## config.mk

```make
export PLATFORM = sky130hd
export DESIGN_NAME = sd_wfifo_burst_feeder
export DESIGN_NICKNAME = d
export VERILOG_FILES = /design/src/rtl/sd_wfifo_burst_feeder.sv
export SDC_FILE = /design/constraint.sdc
export NUM_CORES = 1
export LEC_CHECK = 0
export CAP_MARGIN = 20
export CORE_ASPECT_RATIO = 0.7
export CORE_MARGIN = 1
export CORE_UTILIZATION = 50
export CTS_CLUSTER_DIAMETER = 30
export DETAILED_ROUTE_END_ITERATION = 8
export DONT_BUFFER_PORTS = 1
export GPL_TIMING_DRIVEN = 0
export PLACE_DENSITY = 0.73
export SYNTH_ARGS = -nofsm -noshare
export SYNTH_HDL_FRONTEND = slang
export SYNTH_SLANG_ARGS = --single-unit
```

## constraint.sdc

```tcl
create_clock -name sys_clk -period 4.66 [get_ports sys_clk]
set_input_delay 0.233 -clock sys_clk [delete_from_list [all_inputs] [get_ports sys_clk]]
set_output_delay 0.233 -clock sys_clk [all_outputs]
set_load 0.01 [all_outputs]
```

## src/rtl/sd_wfifo_burst_feeder.sv

```systemverilog
// sd_wfifo_burst_feeder
//   Sits between the SD_W_MUX output and the push side of the SDRAM write
//   FIFO. Upstream words are gathered into a local burst buffer and then
//   released to the FIFO as one contiguous push sequence, so the SDRAM side
//   always sees whole bursts. FIFO-full backpressure stalls the drain without
//   dropping, duplicating or reordering words.
//
// Ports
//   sys_clk, sys_rst_n  clock (rising edge) and async active-low reset
//   in_valid, in_data   upstream word; accepted when in_valid && in_ready
//   in_ready            high whenever the block is not draining
//   flush               close the current partial burst and drain it
//   fifo_full           FIFO push-side full; pauses the drain
//   fifo_push_req_n     active-low push strobe to the FIFO
//   fifo_data           word presented to the FIFO (buf[rd_ptr])
//   burst_done          one-cycle pulse after the last word of a burst
//   burst_words         word count of the last completed burst (held)
//   busy                state != IDLE
//
// Optional feature macro: SD_FEEDER_TIMEOUT_EN
//   When defined, a partial burst that sees TIMEOUT_CYCLES consecutive idle
//   cycles in COLLECT is drained as if flush had been asserted. When not
//   defined no idle counter exists and partial bursts leave only on flush.

module sd_wfifo_burst_feeder #(
  parameter int DATA_WIDTH     = 32,
  parameter int BURST_LEN      = 8,
  parameter int TIMEOUT_CYCLES = 16
) (
  input  logic                         sys_clk,
  input  logic                         sys_rst_n,
  input  logic                         in_valid,
  input  logic [DATA_WIDTH-1:0]        in_data,
  output logic                         in_ready,
  input  logic                         flush,
  input  logic                         fifo_full,
  output logic                         fifo_push_req_n,
  output logic [DATA_WIDTH-1:0]        fifo_data,
  output logic                         burst_done,
  output logic [$clog2(BURST_LEN):0]   burst_words,
  output logic                         busy
);

  // Counter width holds the value BURST_LEN itself, so no wrap in a burst.
  localparam int CW = $clog2(BURST_LEN) + 1;
  // Buffer address width; kept at least one bit so BURST_LEN==1 still has
  // a legal index slice.
  localparam int AW    = (BURST_LEN > 1) ? $clog2(BURST_LEN) : 1;
  localparam int DEPTH = 1 << AW;

  localparam logic [CW-1:0] ONE      = CW'(1);
  localparam logic [CW-1:0] LAST_CNT = CW'(BURST_LEN);

  typedef enum logic [1:0] {
    IDLE    = 2'd0,
    COLLECT = 2'd1,
    DRAIN   = 2'd2
  } state_t;

  state_t                  state, state_nxt;
  logic [CW-1:0]           wr_cnt, wr_cnt_nxt;
  logic [CW-1:0]           rd_ptr, rd_ptr_nxt;
  logic [CW-1:0]           wr_cnt_inc, rd_ptr_inc;
  logic                    done_nxt;
  logic [CW-1:0]           words_nxt;
  logic                    wr_en;
  logic                    accept;
  logic                    timeout;
  logic [DATA_WIDTH-1:0]   mem [0:DEPTH-1];

  assign accept     = in_valid && in_ready;
  assign wr_cnt_inc = wr_cnt + ONE;
  assign rd_ptr_inc = rd_ptr + ONE;

  // Handshake and push strobe are combinational from state so the first
  // push lands in the cycle right after the edge that enters DRAIN.
  assign in_ready        = (state != DRAIN);
  assign fifo_push_req_n = !((state == DRAIN) && !fifo_full);
  assign fifo_data       = mem[rd_ptr[AW-1:0]];
  assign busy            = (state != IDLE);

`ifdef SD_FEEDER_TIMEOUT_EN
  localparam int IW = $clog2(TIMEOUT_CYCLES + 1);
  logic [IW-1:0] idle_cnt;

  // Counts consecutive no-accept cycles while collecting a partial burst.
  always_ff @(posedge sys_clk or negedge sys_rst_n) begin
    if (!sys_rst_n) begin
      idle_cnt <= '0;
    end else if ((state == COLLECT) && !accept && !timeout) begin
      idle_cnt <= idle_cnt + IW'(1);
    end else begin
      idle_cnt <= '0;
    end
  end

  // Fires on the TIMEOUT_CYCLES-th consecutive idle cycle.
  assign timeout = (state == COLLECT) && !accept &&
                   (idle_cnt == IW'(TIMEOUT_CYCLES - 1));
`else
  // No idle timer; the expression is constant false for any legal value.
  assign timeout = (TIMEOUT_CYCLES < 0);
`endif

  // Burst buffer write port; contents need no reset since the pointers do.
  always_ff @(posedge sys_clk) begin
    if (wr_en) begin
      mem[wr_cnt[AW-1:0]] <= in_data;
    end
  end

  // State, pointer and status registers.
  always_ff @(posedge sys_clk or negedge sys_rst_n) begin
    if (!sys_rst_n) begin
      state       <= IDLE;
      wr_cnt      <= '0;
      rd_ptr      <= '0;
      burst_done  <= 1'b0;
      burst_words <= '0;
    end else begin
      state       <= state_nxt;
      wr_cnt      <= wr_cnt_nxt;
      rd_ptr      <= rd_ptr_nxt;
      burst_done  <= done_nxt;
      burst_words <= words_nxt;
    end
  end

  // Next-state logic: collect, close on full/flush/timeout, then drain.
  always_comb begin
    state_nxt  = state;
    wr_cnt_nxt = wr_cnt;
    rd_ptr_nxt = rd_ptr;
    done_nxt   = 1'b0;
    words_nxt  = burst_words;
    wr_en      = 1'b0;
    case (state)
      IDLE: begin
        if (accept) begin
          wr_en      = 1'b1;
          wr_cnt_nxt = ONE;
          if (BURST_LEN == 1) begin
            state_nxt = DRAIN;
          end else begin
            state_nxt = COLLECT;
          end
        end else begin
          state_nxt = IDLE;
        end
      end
      COLLECT: begin
        if (accept) begin
          wr_en      = 1'b1;
          wr_cnt_nxt = wr_cnt_inc;
        end else begin
          wr_cnt_nxt = wr_cnt;
        end
        // A flush that coincides with an accept still includes that word,
        // because the drain length is taken from the updated wr_cnt.
        if ((accept && (wr_cnt_inc == LAST_CNT)) || flush || timeout) begin
          state_nxt = DRAIN;
        end else begin
          state_nxt = COLLECT;
        end
      end
      DRAIN: begin
        if (!fifo_full) begin
          if (rd_ptr_inc == wr_cnt) begin
            state_nxt  = IDLE;
            wr_cnt_nxt = '0;
            rd_ptr_nxt = '0;
            done_nxt   = 1'b1;
            words_nxt  = wr_cnt;
          end else begin
            state_nxt  = DRAIN;
            rd_ptr_nxt = rd_ptr_inc;
          end
        end else begin
          state_nxt  = DRAIN;
          rd_ptr_nxt = rd_ptr;
        end
      end
      default: begin
        state_nxt  = IDLE;
        wr_cnt_nxt = '0;
        rd_ptr_nxt = '0;
      end
    endcase
  end

endmodule

```

======== After elaboration in Yosys (flattened, before gate mapping) ========
Memories as Yosys holds them, arrays and structs flattened.
Index checks and enable logic that the tools add are counted.
word-level totals
  logic and storage cells ................. 51
  RAM bits ................................ 256
  memories kept ........................... 1
  flip-flop bits (word level) ............. 15
  input bits .............................. 37
memories
  memory  words  width  rd ports  clocked after Yosys merged registers in  wr ports  RTL line  text
  mem     8      32     1         0                                        1         69        logic [DATA_WIDTH-1:0] mem [0:DEPTH-1];
cells by class
  equality and inequality tests ........... 9
  reductions and logical operators ........ 12
  bitwise gates (word level) .............. 2
  muxes and demuxes ....................... 20
  add/subtract/negate cells ............... 2
operator list
  kind                   number
  $mux W4                6
  $pmux W4 S3            1
  $add A4 B1 Y4 const B  2
  $mux W1                8
  $ne A2 B2 Y1 const B   4
  $pmux W4 S2            1
  $mux W2                3
  $pmux W2 S3            1
  $eq A4 B4 Y1           1
  $eq A4 B4 Y1 const B   1
  $reduce_and A4 Y1      1
  $logic_and A1 B1 Y1    3
  $reduce_and A3 Y1      1
  $eq A2 B1 Y1 const B   1
  $eq A2 B2 Y1 const B   1
  $logic_not A1 Y1       2
  $logic_not A2 Y1       1
  $ne A2 B1 Y1 const B   1
  $not A1 Y1             2
  $reduce_and A2 Y1      1
  $reduce_bool A2 Y1     1
  $reduce_or A2 Y1       1
  $logic_or A1 B1 Y1     1

======== Longest topological paths before layout ========
Gate-level depths: netlist of run 1.
  depth in word-level cells ............... 6
  depth in mapped cells ................... 6
  gate-level depth less buffers ........... 5

======== Worst setup path after synthesis of run 1 ========
No wires, ideal clock.
  path type ............................... flip-flop to flip-flop
  start point ............................. register wr_cnt[2]
  end point ............................... memory mem[4][0] (enable)
  cell stages (with the launch flop) ...... 4
  setup slack ............................. 0.348 ns
  buffers on the path ..................... 1
  arrival ................................. 3.811 ns
  clock period less this slack ............ 4.312 ns
  setup time .............................. 0.502 ns
  cell sequence ........................... dfrtp_1 -> clkbuf_1 -> nand2_1 -> nor4_1
RTL lines
  element                 RTL line  text
  start, declared         61        logic [CW-1:0] wr_cnt, wr_cnt_nxt;
  start signal, assigned  122       wr_cnt <= wr_cnt_nxt;
  end, declared           69
No word-level cell before the write port.

======== Worst setup path after layout of run 1 ========
  start point ............................. register wr_cnt[0]
  end point ............................... memory mem[5][7] (enable)
No word-level cell before the write port.

==> flow_metrics.tcl, run 1 <==
set metrics [dict create \
    status "finished, final reports clean" \
    clk_latency_ps 520 \
    cp.arrival_ps 3090 \
    critPathKind "register to register" \
    period_needed_ps 2860 \
    final_nets 622 \
    synth_edf_count 256 \
    routed_wl_um 21500 \
    cap_violations 0 \
    grt_pass1_vias 5489 \
    fp-row-count 44 \
    postLayoutCoreUtil_pct 62.5 \
    gp_congestion 0.826 \
    crit_path_start_kind "register" \
    cts_tree "yes" \
    cts_max_path_buffers 3 \
    final_layout_size_suffix_gt1_share_pct 35.3 \
    cts_root_buf "clkbuf_16" \
    max_slew_margin_pct 35.4 \
    dieArea_um2 21800 \
    rsz0062_at_grt "false" \
    ys_seq_elements 271 \
    drt_iter0_drc 413 \
    vias_per_cell 5.84 \
    area_growth_pct 22.4 \
    synth_nets 517 \
    start_util_pct 51.1 \
    ys_seq_area_share_pct 76.0 \
    skew_ps 15.0 \
    synth_common_cells "256 x edfxtp_1, 64 x mux4_2, 36 x mux2_2, 15 x dfrtp_1, 13 x clkbuf_1" \
    place_inst 779 \
    finalSetupViolations 0 \
    hpwlAfterDp_um 13800 \
    grt_overflow_total 0 \
    routedWlPerCell_um 24.1 \
    hold_viol 0 \
    cts_sinks 271 \
    synth_top_flop_cell "edfxtp_1" \
    synth.distinct_cells 42 \
    ant_nets 0 \
    io_buffers 0 \
    die-height_um 124 \
    die_w_um 176 \
    min_period_over_period_pct 61.5 \
    remaining_drc_errors 0 \
    fin_total_pwr_w 0.00755 \
    synth_top_cell_area_share_pct 72.5 \
    reg2reg_slack_ps 1800 \
    hold_class "input pin to register" \
    cellLeakagePower_nw 4.25 \
    holdWs_ps 33.7 \
    path_clk_slew_ps 50 \
    synthTopCellsByArea "edfxtp_1 73%, mux4_2 14%, mux2_2 3.8%" \
    power_density_nw_per_um2 581 \
    crit_path_end_kind "register" \
    yosysMostFrequentCell "edfxtp_1" \
    cts_setup_buffers 0 \
    async_flop_share_pct 5.54 \
    stdcell_count 892 \
    vdd_drop_max_mv 0.405 \
    io_pins 77 \
    antenna_found_initial 1 \
    maxSlewViolCount 0 \
    syn_area_per_cell_um2 22.2 \
    yosys_warnings 0 \
    worstPathMaxFanout 10 \
    numCtsBuffers 41 \
    cts_max_level 2 \
    critPathRequiredTime_ps 4890 \
    drtPass1Iterations 5 \
    via_count 5206 \
    grt_pass1_wl_um 32400 \
    core_um2 20800 \
    synth_cells 477 \
    max_freq_mhz 349 \
    grt_usage_pct 20.6 \
    grt_max_degree 26 \
    worst_slew_pin_slew_ps 962 \
    yosys.area.top_type "edfxtp_1" \
    netlist_area_um2 10600 \
]
## per-layer routing
metal  global-route usage, %  share of wire [%]  wire (um)  vias up
met2                    33.6                 49      10500      197
li1                        -                  -          -     2223
met1                    27.2                 42       9070     2747
met5                       0                  0          0        -
met3                    5.62                7.2       1550       39
met4                    6.96                2.0        433        0
## final timing paths
kind,startpoint,end,cells after the start
worst max-delay path,wr_cnt[0],mem[5][7],7
worst min register to register,burst_words[2],burst_words[2],1
worst min-delay path,in_valid,wr_cnt[1],3
max in group asynchronous,sys_rst_n,rd_ptr[0],1
min in group asynchronous,sys_rst_n,burst_words[2],1
worst max register to register,wr_cnt[0],mem[5][7],7
## stage by stage
step	instance area [um2]	setup slack, ps	TNS, ps
finish	13000	1800	0
global route	13000	1640	0
CTS	13000	1810	0
detailed placement	11300	1820	0
global placement	10900	-2810	-326200
floorplan	10600	348	0
## registers in the layout, indices dropped and copies added, names as in the netlist
signal,flops
mem,256
burst_words,4
rd_ptr,4
wr_cnt,4
state,2
burst_done,1
## final cells by class
| type | count | area [um2] |
|---|---|---|
| diodes | 1 | 2.50 |
| repair buffers | 62 | 671 |
| plain buffers | 25 | 149 |
| multi-input cells | 177 | 2420 |
| flip-flops and latches | 271 | 8060 |
| clock buffers | 46 | 1090 |
| clock inverters | 30 | 224 |
| inverters | 4 | 15.0 |
| fillers | 1395 | 7770 |
| well taps | 276 | 345 |
## placed cells by master, fill, tap and decap left out, drive strengths merged, types with 2 or more instances in the layout
cell and n:
edfxtp 256, mux4 64, clkbuf 59, buf 38, mux2 36, dlygate4sd3 36
clkinv 17, dfrtp 15, nand2 11, inv 11, o21ai 6, nor3 6
clkinvlp 5, nand2b 4, o211ai 4, xnor2 4, nand3 4, nor2 4
nor2b 3, a21oi 3, ha 3, nor4 3, xor2 2, o22ai 2
nor3b 2, nor4b 2
## logic make-up after synthesis
| logic type | synth area share (%) |
|---|---|
| AOI/OAI and AO/OA | 1.35 |
| xor gates and xnor gates | 0.779 |
| and+or+nand+nor | 2.42 |
| adders and majority gates | 0.354 |
| muxes | 17.5 |
| buffers and inverters | 1.55 |
| DFF | 76.0 |
## where the power goes
part | switching, W | internal, W | leakage [nW]
sequential | 0.0000757 | 0.00293 | 2.51
clock | 0.00111 | 0.00176 | 0.635
combinational | 0.000919 | 0.000757 | 1.11
## what timing repair did
item | in CTS | in global routing
endpoints found under the hold margin | 276 | 0
resized for setup | 0 | 0
endpoints found under the setup margin | 0 | 0
hold buffers | 36 | 0
## worst max-delay path, stage by stage, from the launching register on
cell,delay [ps]
dfrtp_1,410
clkbuf_1,460
nand2_1,330
nor3_2,610
buf_6,250
buf_6,160
buf_6,170
buf_6,170
Power figures use the tool's default switching activity.
==> run 2: changes to the inputs <==
Clock period 4.66 ns to 2.8 ns, I/O delays scaled along.
==> flow_metrics.tcl, run 2 (synthesis gave the netlist of run 1 again) <==
set metrics [dict create \
    reg2reg_slack_ps 190 \
    grt_pass1_wl_um 31700 \
    gp_congestion 0.838 \
    area_growth_pct 21.7 \
    min_period_over_period_pct 95.8 \
    place_ws_ps -270 \
    max_slew_margin_pct 48.0 \
    routedWlPerCell_um 24.0 \
    critPathRequiredTime_ps 2660 \
    via_count 5062 \
    hpwlAfterDp_um 13300 \
    cp_top_family "buffers and inverters" \
    antenna_found_initial 1 \
    path_clk_slew_ps 60 \
    crit_path_start_kind "register" \
    worst_slew_pin_slew_ps 780 \
    critPathKind "register to output port" \
    drtPass1Iterations 4 \
    vias_per_cell 5.79 \
    drt_iter0_drc 401 \
    busiest_layer "met2" \
    io_buffers 0 \
    cts_max_path_buffers 3 \
    crit_chain "buf_2 > clkbuf_1 > mux4_2 > mux2_2" \
    reg2reg_from "wr_cnt[2]" \
    final_layout_size_suffix_gt1_share_pct 34.0 \
    postLayoutCoreUtil_pct 62.2 \
    holdWs_ps 31.8 \
    setup_ws_ps 117 \
    holdCritStartpoint "fifo_full" \
    largest_reg_flops 256 \
    remaining_drc_errors 0 \
    die_w_um 176 \
    fillers 1389 \
    whs_path_depth 2 \
    vdd_drop_max_mv 0.704 \
    design_area_um2 12900 \
    fp-row-count 44 \
    io_pins 77 \
    cts_sinks 271 \
    status "finished, final reports clean" \
    cts_max_level 2 \
    cp.arrival_ps 2540 \
    core_um2 20800 \
    hold_viol 0 \
    grt_max_degree 26 \
    grt_util_met2_pct 32.6 \
    cts_tree "yes" \
    path_buf_inv 2 \
    skew_ps 7.01 \
    crit_path_end_kind "output port" \
    worst_r2r_endpoint "mem[6][15]" \
    die-height_um 124 \
    start_util_pct 51.1 \
    crit_slowest_cell "clkbuf_1" \
    max_freq_mhz 373 \
    clk_latency_ps 490 \
    worstPathMaxFanout 10 \
    holdPathEnd "burst_done" \
    place_inst 773 \
    cellLeakagePower_nw 4.20 \
    period_needed_ps 2680 \
    grt_overflow_total 0 \
    ant_nets 0 \
    numCtsBuffers 35 \
    grt_use_met1_pct 27.3 \
    cap_violations 0 \
    dieArea_um2 21800 \
    stdcell_count 874 \
    routed_wl_um 21000 \
    use_met3_pct 4.98 \
    final_common_cell "edfxtp_1" \
    final_nets 612 \
    rsz0062_at_grt "false" \
    grt_pass1_vias 5367 \
    cts_root_buf "clkbuf_16" \
    power_density_nw_per_um2 955 \
    finalSetupViolations 0 \
    dpl_cell_area_um2 11300 \
    rr_worst_depth 6 \
    cp_slowest_stage_delay_ps 610 \
    hold_class "input pin to register" \
    maxSlewViolCount 0 \
    final_cell_mix "256 x edfxtp_1, 64 x mux4_2, 37 x clkbuf_16" \
    grt_usage_pct 20.1 \
]
==> run 2: cell count changes in the layout (fill, tap and decap cells not counted), moves of 3 or more <==
| cell | delta |
|---|---|
| buf_4 | -5 |
| inv_6 | -4 |
| bufinv_16 | +4 |
| nor3_2 | -4 |
| nor3_4 | +4 |
| clkbuf_16 | -6 |
| clkinvlp_4 | -3 |
==> run 2: final cells by class <==
type                            count  area, um2  share of cell area [%]
Sequential cell                   271       8060                    62.5
Multi-Input combinational cell    177       2470                    19.1
Clock buffer                       40        937                    7.26
Timing Repair Buffer               58        666                    5.16
Tap cell                          276        345                    2.68
Clock inverter                     22        258                    2.00
Buffer                             25        151                    1.17
Inverter                            4       15.0                   0.116
Antenna cell                        1       2.50                  0.0194
==> run 2: timing repair <==
action | in CTS | in global routing
gates resized for setup | 3 | 3
endpoints found under the setup margin | 34 | 27
endpoints found under the hold margin | 277 | 0
buffers inserted | 0 | 2
pin swaps | 1 | 2
hold buffers | 36 | 0
==> run 2: worst max path at each step <==
stage                    from             to  slack (ps)  depth (start not counted)
CTS                 wr_cnt[1]     mem[6][17]           4                          6
finish              rd_ptr[1]  fifo_data[30]         120                          4
floorplan           wr_cnt[0]      mem[5][0]        -790                          3
detailed placement  wr_cnt[0]     mem[5][15]        -270                          6
global placement    wr_cnt[0]     mem[5][15]       -3030                          3
global route        rd_ptr[1]  fifo_data[21]          20                          4
==> run 2: metal layers <==
layer  wire [um]  vias up  share of wire [%]
li1            -     2200                  -
met1        9000     2675                 43
met2       10400      153                 49
met3        1300       34                6.2
met4         335        0                1.6
met5           0        -                  0
==> run 2: stage by stage <==
step | TNS [ps] | total power [W]
2_1_floorplan | -86520 | 0.00706
3_3_place_gp | -529960 | 0.00762
3_5_place_dp | -4550 | 0.00780
4_1_cts | 0 | 0.0124
5_1_grt | 0 | 0.0128
6_report | 0 | 0.0123
==> run 2: where the power goes <==
part	total [W]	internal (W)	switching, W
combinational	0.00281	0.00126	0.00155
clock	0.00451	0.00288	0.00163
sequential	0.00500	0.00487	0.000129
==> run 3: changes to the inputs <==
Settings changed: PLACE_DENSITY 0.73 to 0.72.
==> flow_metrics.tcl, run 3 (synthesis gave the netlist of run 1 again) <==
set metrics [dict create \
    io_buffers 0 \
    finalSetupViolations 0 \
    path_clk_slew_ps 60 \
    postLayoutCoreUtil_pct 62.6 \
    drtPass1Iterations 5 \
    skew_ps 13.7 \
    fin_total_pwr_w 0.0125 \
    start_util_pct 51.1 \
    max_freq_mhz 371 \
    cts_sinks 271 \
    gp_congestion 0.820 \
    final_layout_size_suffix_gt1_share_pct 35.1 \
    final_nets 618 \
    dieArea_um2 21800 \
    grt_max_degree 26 \
    reg2reg_slack_ps 170 \
    via_count 5166 \
    max_slew_margin_pct 48.2 \
    die_w_um 176 \
    setup_ws_ps 102 \
    die-height_um 124 \
    remaining_drc_errors 0 \
    drt_iter0_drc 458 \
    hold_class "input pin to register" \
    ant_nets 0 \
    routed_wl_um 21400 \
    critPathRequiredTime_ps 2660 \
    min_period_over_period_pct 96.4 \
    vdd_drop_max_mv 0.674 \
    place_ws_ps -275 \
    cts_root_buf "clkbuf_16" \
    reg2reg_from "wr_cnt[1]" \
    fp-row-count 44 \
    crit_path_end_kind "output port" \
    cts_max_level 2 \
    grt_overflow_total 0 \
    worstSetupStartpoint "rd_ptr[1]" \
    rsz0062_at_grt "false" \
    place_inst 772 \
    rr_worst_depth 5 \
    period_needed_ps 2700 \
    area_growth_pct 22.6 \
    worstPathMaxFanout 10 \
    cap_violations 0 \
    io_pins 77 \
    grt_usage_pct 20.5 \
    grt_pass1_wl_um 31900 \
    final_common_cell "edfxtp_1" \
    dpl_cell_area_um2 11300 \
    stdcell_count 881 \
    grt_pass1_vias 5397 \
    cts_tree "yes" \
    final_cell_mix "256 x edfxtp_1, 64 x mux4_2, 39 x clkbuf_16" \
    maxSlewViolCount 0 \
    antenna_found_initial 0 \
    largest_reg_flops 256 \
    hpwlAfterDp_um 13500 \
    design_area_um2 13000 \
    routedWlPerCell_um 24.3 \
    hold_viol 0 \
    vias_per_cell 5.86 \
    power_density_nw_per_um2 964 \
    worst_slew_pin_slew_ps 776 \
    cp.arrival_ps 2560 \
    status "finished, final reports clean" \
    cellLeakagePower_nw 4.24 \
    core_um2 20800 \
    worst_r2r_endpoint "mem[6][22]" \
    crit_path_start_kind "register" \
    crit_end "fifo_data[24]" \
    critPathKind "register to output port" \
    cts_max_path_buffers 3 \
    clk_latency_ps 510 \
    numCtsBuffers 38 \
]
run 3: cell types whose count changed in the layout (fill, tap and decap cells not counted), sizes merged:
cell,delta
buf,+3
clkinvlp,+2
clkinv,-8
inv,+9
clkbuf,+2
bufinv,-1
run 3: layout make-up:
| cell class | count | area, um2 |
|---|---|---|
| fill | 1387 | 7760 |
| multi-input combinational | 177 | 2470 |
| clock inverter | 24 | 272 |
| tap | 276 | 345 |
| buffer | 25 | 153 |
| sequential | 271 | 8060 |
| clock buffer | 42 | 987 |
| inverter | 4 | 15.0 |
| antenna | 1 | 2.50 |
| timing repair buffer | 61 | 692 |
run 3: metrics by stage:
step           hold WS, ps  TNS (ps)
6_report              29.5         0
5_1_grt               36.8         0
4_1_cts               9.95         0
3_5_place_dp          -155     -6100
3_3_place_gp          -155   -554140
2_1_floorplan         -156    -86520
run 3: routing by layer:
layer | vias to the layer above | wire length, um | track usage, %
met4 | 0 | 409 | 7.01
met1 | 2678 | 8940 | 28.1
li1 | 2218 | - | -
met5 | - | 0 | 0
met2 | 226 | 10300 | 32.3
met3 | 44 | 1780 | 5.37
run 3: power breakdown:
group	total [W]	switching, W	internal (W)
Sequential	0.00500	0.000132	0.00487
Combinational	0.00282	0.00155	0.00127
Clock	0.00470	0.00175	0.00295
Total	0.0125	0.00343	0.00909
run 3: timing repair:
action                     4_1_cts  5_1_grt
hold endpoints to repair       278        0
hold buffers                    36        0
pin swaps                        0        3
resized for setup                3        5
buffers inserted                 0        6
setup endpoints to repair       41       41
run 3: how the worst min path moves through the flow:
stage | startpoint | slack [ps] | end | cells past startpoint
detailed placement | sys_rst_n | -160 | state[0] | 0
global placement | sys_rst_n | -160 | state[0] | 0
floorplan | sys_rst_n | -160 | burst_done | 0
finish | fifo_full | 30 | burst_done | 2
global route | fifo_full | 40 | burst_done | 2
CTS | fifo_full | 10 | rd_ptr[2] | 3
run 3: critical path, stage by stage (launching register included):
cell      delay, ps
dfrtp_1         410
buf_2           280
clkbuf_1        620
mux4_2          400
mux2_2          320
